===== src/rtl/sweep_scheduler.sv =====
// Round-robin front end sharing one frequency sweeper between NUM_REQ requesters.
// Define SWEEP_SCHED_TIMEOUT_EN to build the RUN-state timeout counter (done_err = 2'b01).
module sweep_scheduler #(
    parameter int          NUM_REQ        = 2,
    parameter int          ID_W           = 3,
    parameter logic [31:0] TIMEOUT_CYCLES = 32'd2_000_000
) (
    input  logic                  clk,
    input  logic                  reset_n,
    input  logic [NUM_REQ-1:0]    req_valid,
    input  logic [NUM_REQ*80-1:0] req_data,
    output logic [NUM_REQ-1:0]    req_ready,
    output logic [79:0]           sw_fifo_data,
    output logic                  sw_fifo_empty,
    input  logic                  sw_fifo_rd_en,
    input  logic                  sw_sweep_done,
    input  logic                  pd_data_valid,
    output logic                  busy,
    output logic                  done_valid,
    output logic [ID_W-1:0]       done_id,
    output logic [15:0]           done_points,
    output logic [1:0]            done_err
);

    typedef enum logic [1:0] {
        S_IDLE,
        S_OFFER,
        S_RUN,
        S_DONE
    } state_t;

    state_t          r_state;
    state_t          w_state_nxt;
    logic [ID_W-1:0] r_rr_ptr;
    logic [79:0]     r_instr;
    logic [ID_W-1:0] r_id;
    logic [15:0]     r_points;
    logic            r_done_prev;
    logic [ID_W-1:0] r_done_id;
    logic [15:0]     r_done_points;
    logic [1:0]      r_done_err;

    logic            w_found;
    logic [ID_W-1:0] w_winner;
    logic [ID_W-1:0] w_rr_nxt;
    logic [79:0]     w_sel_data;
    logic            w_reject;
    logic            w_edge;
    logic            w_timeout;
    logic [15:0]     w_points_inc;

    // First asserted request at or after the pointer, searching cyclically.
    always_comb begin
        w_found    = 1'b0;
        w_winner   = '0;
        w_sel_data = '0;
        for (int unsigned i = 0; i < NUM_REQ; i++) begin
            for (int unsigned j = 0; j < NUM_REQ; j++) begin
                if (!w_found && req_valid[j] &&
                    (j == (32'(r_rr_ptr) + i) % NUM_REQ)) begin
                    w_found  = 1'b1;
                    w_winner = ID_W'(j);
                end
            end
        end
        for (int unsigned j = 0; j < NUM_REQ; j++) begin
            if (w_winner == ID_W'(j)) begin
                w_sel_data = req_data[j*80 +: 80];
            end
        end
    end

    assign w_rr_nxt     = (w_winner == ID_W'(NUM_REQ - 1)) ? '0 : w_winner + ID_W'(1);
    assign w_reject     = (w_sel_data[47:32] == 16'd0);
    assign w_edge       = sw_sweep_done & ~r_done_prev;
    assign w_points_inc = (pd_data_valid && (r_points != 16'hFFFF)) ? r_points + 16'd1 : r_points;

`ifdef SWEEP_SCHED_TIMEOUT_EN
    logic [31:0] r_tcnt;

    assign w_timeout = (r_tcnt == TIMEOUT_CYCLES - 32'd1);

    always_ff @(posedge clk or negedge reset_n) begin
        if (!reset_n) begin
            r_tcnt <= '0;
        end else if (r_state == S_OFFER) begin
            r_tcnt <= '0;
        end else if (r_state == S_RUN) begin
            r_tcnt <= r_tcnt + 32'd1;
        end
    end
`else
    logic w_unused_timeout;

    assign w_timeout        = 1'b0;
    assign w_unused_timeout = ^TIMEOUT_CYCLES;
`endif

    always_ff @(posedge clk or negedge reset_n) begin
        if (!reset_n) begin
            r_state       <= S_IDLE;
            r_rr_ptr      <= '0;
            r_instr       <= '0;
            r_id          <= '0;
            r_points      <= '0;
            r_done_prev   <= 1'b0;
            r_done_id     <= '0;
            r_done_points <= '0;
            r_done_err    <= '0;
        end else begin
            r_state     <= w_state_nxt;
            r_done_prev <= sw_sweep_done;
            case (r_state)
                S_IDLE: begin
                    if (w_found) begin
                        r_instr  <= w_sel_data;
                        r_id     <= w_winner;
                        r_rr_ptr <= w_rr_nxt;
                        if (w_reject) begin
                            r_done_id     <= w_winner;
                            r_done_points <= '0;
                            r_done_err    <= 2'b10;
                        end
                    end
                end
                S_OFFER: begin
                    r_points <= '0;
                end
                S_RUN: begin
                    r_points <= w_points_inc;
                    // A done edge outranks a simultaneous timeout expiry.
                    if (w_edge || w_timeout) begin
                        r_done_id     <= r_id;
                        r_done_points <= w_points_inc;
                        r_done_err    <= w_edge ? 2'b00 : 2'b01;
                    end
                end
                default: ;
            endcase
        end
    end

    always_comb begin
        w_state_nxt   = r_state;
        req_ready     = '0;
        sw_fifo_empty = 1'b1;
        busy          = (r_state != S_IDLE);
        done_valid    = 1'b0;
        case (r_state)
            S_IDLE: begin
                if (w_found) begin
                    w_state_nxt = w_reject ? S_DONE : S_OFFER;
                    for (int unsigned j = 0; j < NUM_REQ; j++) begin
                        req_ready[j] = reset_n && (w_winner == ID_W'(j));
                    end
                end
            end
            S_OFFER: begin
                sw_fifo_empty = 1'b0;
                if (sw_fifo_rd_en) begin
                    w_state_nxt = S_RUN;
                end
            end
            S_RUN: begin
                if (w_edge || w_timeout) begin
                    w_state_nxt = S_DONE;
                end
            end
            S_DONE: begin
                done_valid  = 1'b1;
                w_state_nxt = S_IDLE;
            end
            default: w_state_nxt = S_IDLE;
        endcase
    end

    assign sw_fifo_data = r_instr;
    assign done_id      = r_done_id;
    assign done_points  = r_done_points;
    assign done_err     = r_done_err;

endmodule


===== config.mk =====
export PLATFORM = sky130hd
export DESIGN_NAME = sweep_scheduler
export DESIGN_NICKNAME = d
export VERILOG_FILES = /design/src/rtl/sweep_scheduler.sv
export SDC_FILE = /design/constraint.sdc
export NUM_CORES = 1
export LEC_CHECK = 0
export ABC_AREA = 1
export CAP_MARGIN = 20
export CORE_UTILIZATION = 30
export DETAILED_ROUTE_END_ITERATION = 10
export SLEW_MARGIN = 20
export SYNTH_ARGS = -nofsm -noshare
export SYNTH_HDL_FRONTEND = slang
export SYNTH_SLANG_ARGS = --single-unit

===== constraint.sdc =====
create_clock -name clk -period 2.04 [get_ports clk]
set_input_delay 0.408 -clock clk [delete_from_list [all_inputs] [get_ports clk]]
set_output_delay 0.408 -clock clk [all_outputs]
set_load 0.02 [all_outputs]

==> results.txt, run 1 <==
Critical Path Source: req_valid[0]
H-tree depth: 4
Max Slew Vio Count: 0
Clock Skew: 0.009106 ns
# diodes: 0
Worst Hold Class: in -> async
Synth cell types: 25
Register Area: 2978 um2
gr usage total: 21.54%
setup ws final: 0.09219 ns
vias per std cell: 4.661
drt pass-1 iters: 4
number of cell rows: 51
CTS Hold Bufs: 0
routability cong.: 0.8679
Comb power frac: 49.4%
worst slew pin tran: 0.7645 ns
DP HPWL: 15.79 mm
Final Non-Filler Cells: 1352
global route overflow: 0
Area contributors post-synth: dfrtp_1 (50%), nand3_1 (18%), nand2_1 (14%)
Critical Path Max Stage Delay: 0.26 ns
Final Core Density: 51.29%
post-synth top area cell: dfrtp_1
placed instance area: 9345 um2
die height: 143.6 um
worst-case clock buffer depth: 2
Iter 0 DRT Violations: 334
Max-slew headroom: 49.04%
starting density of the core: 30.80%
IO Pins: 273
Seq cells post-synth: 119
via count: 6301
clock-pin slew on the worst setup and hold paths: 0.05 ns
Antenna Nets Post-Route: 0
later-pin clock latency in the skew report: 0.42 ns
Max-Cap Viols: 0
placed insts: 1320
Startpoint Class: input port
post-synthesis sequential area ratio: 49.51%
Placement Setup Slack: -0.4060 ns
minimum clock period after layout: 1.948 ns
initial antenna violation count: 1
sequential share of power: 27.7%
sw frac: 39.14%
Crit Path Max Fanout: 3
vias in the first global route: 6181
Fin Setup TNS: 0 ns
largest net degree at the start of global routing: 120
core area: 19530 um2
Final Cell Area: 10020 um2
total routed wirelength: 21.48 mm
fin nets: 1247
fillers: 1936
Final setup violation count: 0
CTS tree: built
RSZ-0062 raised after global routing: yes
Mapped Cells: 787
Leak Pwr: 4.433 nW
R2R cell count: 8
Clk pwr share: 23.0%
Power Internal: 8.209 mW
cell area power density: 1347 nW/um2
Die Wd: 143.6 um
DRC violations left: 0
top cell type's share of synthesized area: 49.51%
CTS sink count: 119
die area: 20620 um2
Num CTS Buffers: 17
Hold Violations, Final: 0
critical path arrival: 1.54 ns
layout cells sized above 1: 10.21%
first-pass GRT wire length: 33.53 mm
crit path kind: in -> out
Netlist Area Pre-Place: 6015 um2
Post-Syn Area per Cell: 7.642 um2
sw power: 5.280 mW
Port Buffers: 269
status: complete, no violations
overall power: 13.49 mW
Req. time, crit path: 1.63 ns
worst vdd ir: 0.0007147 V
slowest CP cell: dlygate4sd2_1
CP Cell Sequence: dlygate4sd2_1 -> buf_4 -> a21boi_4 -> buf_12 -> buf_4 -> nand2_1 -> nor2_1 -> buf_4
clock root buffer: clkbuf_16
Area Growth Syn to Fin: 66.53%
Highest Clock Rate: 0.5134 GHz
endpoint class of the critical path: output port
final worst hold slack: 0.01598 ns
multi-input combinational cell area: 2731 um2
r2r startpoint: r_state[0]
Routed WL per cell: 15.89 um
r2r setup slk: 0.14 ns
yosys warns: 0
RR Endpoint: sw_fifo_data[60]
most frequent CP cell: buf_4
Final period util: 95.48%
==> final cells by class <==
| class | instances | share of cell area, % |
|---|---|---|
| Clock buffer | 22 | 4.834 |
| Clock inverter | 9 | 1.224 |
| Inverter | 34 | 1.274 |
| Multi-Input combinational cell | 580 | 27.27 |
| Sequential cell | 119 | 29.73 |
| Tap cell | 265 | 3.310 |
| Timing Repair Buffer | 323 | 32.35 |
==> sequential cells by signal, summed over array words and instances, names as in the netlist <==
name / cells
done_points: 16
done_id: 1
sw_fifo_data: 80
r_done_prev: 1
done_err: 1
r_id: 1
r_points: 16
r_state: 2
r_rr_ptr: 1
==> routing by layer <==
metal	GRT usage (%)	vias up	wire length (um)
met5	0	-	11
met4	4.927	2	238
met3	8.730	17	1775
li1	-	3172	-
met1	25.92	2909	8737
met2	35.79	201	10720
==> cells in the final DEF, fill, tap and decap left out, drive strengths merged <==
cell type	n
clkdlybuf4s15	2
conb	3
nand3	222
a31oi	11
o21ai	30
xor2	8
a22oi	1
nand4	2
inv	34
dfrtp	119
ha	5
nor3	2
nor2	46
bufinv	3
nand2	234
clkinv	5
a21boi	1
clkinvlp	1
clkbuf	22
a21oi	14
dlygate4sd2	3
clkdlybuf4s50	261
nand3b	1
buf	57
==> worst max-delay path: cells and delay by family <==
kind	cells	cell delay (ns)
buf+inv	5	0.80
compound gates	1	0.17
simple gates	2	0.16
==> how the worst max path moves through the flow <==
stage / endpoint / slack, ns
floorplan: req_ready[0] / 0.02
global placement: req_ready[0] / -0.35
detailed placement: req_ready[0] / -0.41
CTS: req_ready[0] / 0.001
global route: done_err[1] / -0.04
finish: req_ready[1] / 0.09
==> power groups by stage <==
stage          sequential (mW)  combinational, mW  clock (mW)
5_1_grt                   3.83               7.22        3.27
4_1_cts                   3.73               6.68        3.16
3_5_place_dp              3.74               6.66           0
6_report                  3.73               6.66        3.10
2_1_floorplan             4.67               2.38           0
3_3_place_gp              3.74               6.63           0
==> cells by family after synthesis <==
logic type / count (synthesis) / share of synthesized area [%]
AND/OR/NAND/NOR: 507 / 36.78
flip-flops: 119 / 49.51
AO/OA/AOI/OAI: 57 / 5.118
other: 1 / 0.06235
XOR/XNOR: 8 / 1.165
buffers and inverters: 90 / 6.324
adder cells (fa/ha/maj): 5 / 1.040
==> synthesized netlist by cell type <==
cell        n
nand3b_1    1
xor2_1      8
inv_2       1
buf_6       1
nand2_1   230
buf_4       5
a31oi_1    11
nand3_1   222
o21ai_0    30
a21oi_1    14
dfrtp_1   119
ha_1        5
nor3_1      2
nand2_4     2
buf_2      12
inv_1      33
clkbuf_1   36
a22oi_1     1
clkbuf_2    1
buf_1       1
nand2_2     2
a21boi_2    1
conb_1      1
nor2_1     46
nand4_1     2
==> what timing repair did <==
item | CTS | global route
gates resized for setup | 13 | 19
buffers inserted | 1 | 0
hold endpoints to repair | 0 | 0
gates cloned | 0 | 0
endpoints found under the setup margin | 5 | 40
pin swaps | 0 | 2
Power figures use the tool's default switching activity.
==> run 2, diff against run 1 <==
GPL_TIMING_DRIVEN = 0   (was unset)
==> results.txt, run 2 (same netlist as run 1, synthesis figures left out) <==
largest net degree at the start of global routing: 88 (was 120)
RSZ-0062 raised after global routing: yes (unchanged)
Req. time, crit path: 2.35 ns (was 1.63 ns)
Routed WL per cell: 17.16 um (was 15.89 um)
Startpoint Class: register (was input port)
slowest CP cell: dfrtp_1 (was dlygate4sd2_1)
Crit Path Max Fanout: 8 (was 3)
minimum clock period after layout: 2.048 ns (was 1.948 ns)
clock root buffer: clkbuf_16 (unchanged)
Highest Clock Rate: 0.4883 GHz (was 0.5134 GHz)
global route overflow: 0 (unchanged)
Leak Pwr: 4.593 nW (was 4.433 nW)
Final period util: 100.4% (was 95.48%)
H-tree depth: 4 (unchanged)
CTS sink count: 119 (unchanged)
endpoint class of the critical path: register (was output port)
Port Buffers: 269 (unchanged)
Num CTS Buffers: 17 (unchanged)
initial antenna violation count: 1 (unchanged)
vias in the first global route: 6457 (was 6181)
IO Pins: 273 (unchanged)
starting density of the core: 30.80% (unchanged)
vias per std cell: 4.770 (was 4.661)
critical path's top delay family: simple AND/OR/NAND/NOR gates (was buffers and inverters)
violations in the final reports: setup timing
drt pass-1 iters: 5 (was 4)
worst-case clock buffer depth: 2 (unchanged)
Comb power frac: 51.1% (was 49.4%)
multi-input combinational cell area: 2861 um2 (was 2731 um2)
Crit path buffers/inverters: 4 (was 5)
final worst hold slack: 0.01867 ns (was 0.01598 ns)
Area Growth Syn to Fin: 72.60% (was 66.53%)
CTS tree: built (unchanged)
cell area power density: 1356 nW/um2 (was 1347 nW/um2)
first-pass GRT wire length: 35.23 mm (was 33.53 mm)
Max-Cap Viols: 0 (unchanged)
commonest non-fill, non-tap cell in the layout: clkdlybuf4s50_1 (unchanged)
Power Internal: 8.390 mW (was 8.209 mW)
core area: 19530 um2 (unchanged)
status: complete, but fails checks (was complete, no violations)
layout cells sized above 1: 13.48% (was 10.21%)
die height: 143.6 um (unchanged)
Worst Hold Class: in -> async (unchanged)
die area: 20620 um2 (unchanged)
commonest cells after routing, fill and taps aside: clkdlybuf4s50_1 (261), nand3_1 (221), nand2_1 (211), dfrtp_1 (118), nor2_1 (39) (was clkdlybuf4s50_1 (261), nand2_1 (227), nand3_1 (222), dfrtp_1 (119), buf_4 (42))
Placement Setup Slack: -1.664 ns (was -0.4060 ns)
Critical Path Max Stage Delay: 0.37 ns (was 0.26 ns)
number of cell rows: 51 (unchanged)
clock-pin slew on the worst setup and hold paths: 0.06 ns (was 0.05 ns)
Max Slew Vio Count: 0 (unchanged)
DRC violations left: 0 (unchanged)
setup ws final: -0.007785 ns (was 0.09219 ns)
Hold Violations, Final: 0 (unchanged)
DP HPWL: 17.26 mm (was 15.79 mm)
Antenna Nets Post-Route: 0 (unchanged)
sw frac: 40.42% (was 39.14%)
CP Cell Sequence: inv_2 -> nand2_4 -> nand2_4 -> buf_6 -> buf_4 -> nand2_1 -> o21ai_1 -> nand3_1 -> nor2_1 -> nand2_1 -> nand2_4 -> nand2_8 -> clkbuf_16 -> nand2_2 -> nand2_1 (was dlygate4sd2_1 -> buf_4 -> a21boi_4 -> buf_12 -> buf_4 -> nand2_1 -> nor2_1 -> buf_4)
crit path kind: reg -> reg (was in -> out)
sequential share of power: 26.6% (was 27.7%)
# diodes: 0 (unchanged)
placed insts: 1324 (was 1320)
Max-slew headroom: 62.50% (was 49.04%)
fillers: 1906 (was 1936)
Clock Skew: 0.007222 ns (was 0.009106 ns)
total routed wirelength: 23.90 mm (was 21.48 mm)
routability cong.: 0.8859 (was 0.8679)
Final setup violation count: 1 (was 0)
worst slew pin tran: 0.5626 ns (was 0.7645 ns)
fin nets: 1288 (was 1247)
Register Area: 2979 um2 (was 2978 um2)
via count: 6645 (was 6301)
Iter 0 DRT Violations: 317 (was 334)
worst vdd ir: 0.0006990 V (was 0.0007147 V)
Clk pwr share: 22.3% (was 23.0%)
Die Wd: 143.6 um (unchanged)
later-pin clock latency in the skew report: 0.42 ns (about the same)
Largest register FFs: 80 (unchanged)
sw power: 5.691 mW (was 5.280 mW)
critical path arrival: 2.35 ns (was 1.54 ns)
Final Non-Filler Cells: 1393 (was 1352)
gr usage total: 23.14% (was 21.54%)
run 2: cell count changes in the layout (fill, tap and decap cells not counted), sizes merged:
| cell | previous run | this run |
|---|---|---|
| clkbuf | 22 | 53 |
| dlygate4sd3 | 0 | 2 |
| clkdlybuf4s15 | 2 | 0 |
| dlygate4sd2 | 3 | 4 |
| buf | 57 | 66 |
run 2: final cells by class:
type                            count  share of cell area, %
Timing Repair Buffer              309                  30.12
Sequential cell                   119                  28.70
Multi-Input combinational cell    580                  27.56
Clock buffer                       22                  4.664
Buffer                             55                  3.327
Tap cell                          265                  3.194
Inverter                           34                  1.253
Clock inverter                      9                  1.181
run 2: per-stage QoR:
| step | util (%) | setup TNS, ns | total power, mW | instance area (um2) |
|---|---|---|---|---|
| global placement | 46.36 | -614.63 | 10.20 | 9052 |
| global route | 53.17 | -2.486 | 14.90 | 10380 |
| finish | 53.17 | -0.007785 | 14.08 | 10380 |
| CTS | 51.22 | -0.5190 | 13.77 | 10000 |
| floorplan | - | 0 | 7.044 | 6028 |
| detailed placement | 46.53 | -65.26 | 10.23 | 9085 |
run 2: power by group through the flow:
stage	registers (mW)	clock network, mW	logic (mW)
after floorplan	4.67	0	2.38
after global placement	3.75	0	6.45
after detailed placement	3.75	0	6.48
after CTS	3.74	3.19	6.83
after global routing	3.85	3.31	7.74
final	3.74	3.14	7.19
run 2: what timing repair did:
action                                  in CTS  in global routing
gates resized for setup                     62                 71
cloned                                       0                  2
endpoints found under the setup margin     115                 85
endpoints found under the hold margin       33                 33
pin swaps                                    6                 14
buffers inserted                            20                 12
run 2: worst paths after layout:
check                               startpoint               end  slack (ns)  depth (start not counted)
min in group clk                done_points[4]    done_points[4]        0.46                          2
worst max-delay path               r_rr_ptr[0]   done_points[13]      -0.008                         15
worst min-delay path                   reset_n  sw_fifo_data[41]        0.02                          2
max in group asynchronous              reset_n  sw_fifo_data[71]        1.17                          3
worst min register to register  done_points[4]    done_points[4]        0.46                          2
worst max register to register     r_rr_ptr[0]   done_points[13]      -0.008                         15
run 2: per-layer routing:
| layer | global-route usage (%) | up-vias | routed length (um) |
|---|---|---|---|
| met3 | 7.964 | 34 | 1794 |
| met2 | 39.01 | 215 | 12050 |
| li1 | - | 3267 | - |
| met4 | 10.08 | 2 | 699 |
| met1 | 26.51 | 3127 | 9348 |
| met5 | 0 | - | 11 |
==> run 3, diff against run 2 <==
SKIP_CTS_REPAIR_TIMING = 1   (was unset)
==> results.txt, run 3 (same netlist as run 1, synthesis figures left out) <==
final worst hold slack: -0.1501 ns (was 0.01867 ns)
critical path arrival: 1.80 ns (was 2.35 ns)
Highest Clock Rate: 0.4527 GHz (was 0.4883 GHz)
Largest register FFs: 80 (unchanged)
Final period util: 108.3% (was 100.4%)
minimum clock period after layout: 2.209 ns (was 2.048 ns)
endpoint class of the critical path: output port (was register)
Area Growth Syn to Fin: 70.50% (was 72.60%)
Max-Cap Viols: 0 (unchanged)
status: complete, but fails checks (unchanged)
commonest non-fill, non-tap cell in the layout: clkdlybuf4s50_1 (unchanged)
crit path kind: reg -> out (was reg -> reg)
clock-pin slew on the worst setup and hold paths: 0.05 ns (was 0.06 ns)
worst vdd ir: 0.0006989 V (was 0.0006990 V)
number of cell rows: 51 (unchanged)
clock root buffer: clkbuf_16 (unchanged)
Iter 0 DRT Violations: 289 (was 317)
Fin Setup TNS: -0.2353 ns (was -0.007785 ns)
largest net degree at the start of global routing: 88 (unchanged)
Startpoint Class: register (unchanged)
vias per std cell: 4.752 (was 4.770)
H-tree depth: 4 (unchanged)
commonest cells after routing, fill and taps aside: clkdlybuf4s50_1 (261), nand3_1 (221), nand2_1 (205), dfrtp_1 (119), nor2_1 (40) (was clkdlybuf4s50_1 (261), nand3_1 (221), nand2_1 (211), dfrtp_1 (118), nor2_1 (39))
Max-slew headroom: 64.15% (was 62.50%)
core area: 19530 um2 (unchanged)
Antenna Nets Post-Route: 0 (unchanged)
global route overflow: 0 (unchanged)
DRC violations left: 0 (unchanged)
Port Buffers: 269 (unchanged)
die height: 143.6 um (unchanged)
RSZ-0062 raised after global routing: yes (unchanged)
die area: 20620 um2 (unchanged)
Clock Skew: 0.007947 ns (was 0.007222 ns)
R2R cell count: 14 (was 15)
Placement Setup Slack: -1.664 ns (unchanged)
cell area power density: 1360 nW/um2 (was 1356 nW/um2)
Hold Violations, Final: 33 (was 0)
Routed WL per cell: 16.85 um (was 17.16 um)
routability cong.: 0.8859 (unchanged)
violations in the final reports: hold timing, setup timing (was setup timing)
worst slew pin tran: 0.5377 ns (was 0.5626 ns)
first-pass GRT wire length: 34.56 mm (was 35.23 mm)
CTS tree: built (unchanged)
Crit Path Max Fanout: 10 (was 8)
later-pin clock latency in the skew report: 0.42 ns (about the same)
fin nets: 1278 (was 1288)
Leak Pwr: 4.571 nW (was 4.593 nW)
layout cells sized above 1: 13.06% (was 13.48%)
Worst Hold Class: in -> async (unchanged)
total routed wirelength: 23.31 mm (was 23.90 mm)
starting density of the core: 30.80% (unchanged)
Die Wd: 143.6 um (unchanged)
Max Slew Vio Count: 0 (unchanged)
Num CTS Buffers: 17 (unchanged)
initial antenna violation count: 1 (unchanged)
IO Pins: 273 (unchanged)
setup ws final: -0.1689 ns (was -0.007785 ns)
via count: 6572 (was 6645)
DP HPWL: 17.26 mm (unchanged)
CTS sink count: 119 (unchanged)
gr usage total: 22.68% (was 23.14%)
worst-case clock buffer depth: 2 (unchanged)
drt pass-1 iters: 5 (unchanged)
Final setup violation count: 2 (was 1)
# diodes: 0 (unchanged)
vias in the first global route: 6317 (was 6457)
Req. time, crit path: 1.63 ns (was 2.35 ns)
==> run 3: cell types whose count changed in the layout (fill, tap and decap cells not counted), moves of 2 or more <==
cell,change
buf_2,-6
nand2_1,-6
nand2_2,+6
buf_4,-5
clkbuf_4,+5
dlymetal6s2s_1,+5
dlygate4sd2_1,-4
clkbuf_1,-3
clkbuf_16,-3
clkbuf_2,+2
dlygate4sd3_1,-2
o21ai_0,+2
o21ai_2,-2
==> run 3: critical path: stages, from the launching register on <==
cell	delay [ns]
dfrtp_1	0.37
inv_2	0.08
nand2_2	0.09
nand2_4	0.10
buf_8	0.14
buf_12	0.14
buf_8	0.13
nand2_1	0.09
nor2_2	0.11
buf_6	0.13
==> run 3: routing by layer <==
layer | share of wire, % | track usage, %
met1 | 39 | 26.15
met2 | 51 | 38.25
met3 | 7.6 | 7.931
met4 | 2.9 | 9.183
met5 | 0.047 | 0
==> run 3: area by class of cell <==
class	instances	area [um2]
flip-flops and latches	119	2978
clock inverters	9	122.6
multi-input cells	580	2839
inverters	34	127.6
well taps	265	331.6
repair buffers	298	2999
clock buffers	22	484.2
plain buffers	56	372.9
fillers	1914	9271
==> run 3: power breakdown <==
group          total, mW  internal [mW]  leakage (nW)  switching (mW)
registers           3.74           3.23          1.51           0.507
clock network       3.13           2.03         0.302            1.10
logic               7.07           3.05          2.76            4.02
total               13.9           8.32          4.57            5.62
==> run 3: final timing paths <==
check / from / end / slack [ns]
max in group asynchronous: reset_n / sw_fifo_data[18] / 1.45
min in group clk: sw_sweep_done / r_done_prev / 0.47
setup / recovery: r_rr_ptr[0] / req_ready[0] / -0.17
hold reg to reg: done_points[8] / done_points[8] / 0.48
setup reg to reg: r_rr_ptr[0] / done_points[9] / 0.02
hold / removal: reset_n / done_points[0] / -0.15
==> run 3: metrics by stage <==
step / total power [mW] / instances / utilization [%] / area, um2 / hold slack [ns]
3_3_place_gp: 10.20 / 1323 / 46.36 / 9052 / 0.4539
3_5_place_dp: 10.23 / 1324 / 46.53 / 9085 / 0.2910
4_1_cts: 13.42 / 1355 / 49.63 / 9692 / -0.1521
2_1_floorplan: 7.044 / 789 / - / 6028 / 0.1124
5_1_grt: 14.76 / 1383 / 52.52 / 10250 / -0.1472
6_report: 13.94 / 1383 / 52.52 / 10250 / -0.1501
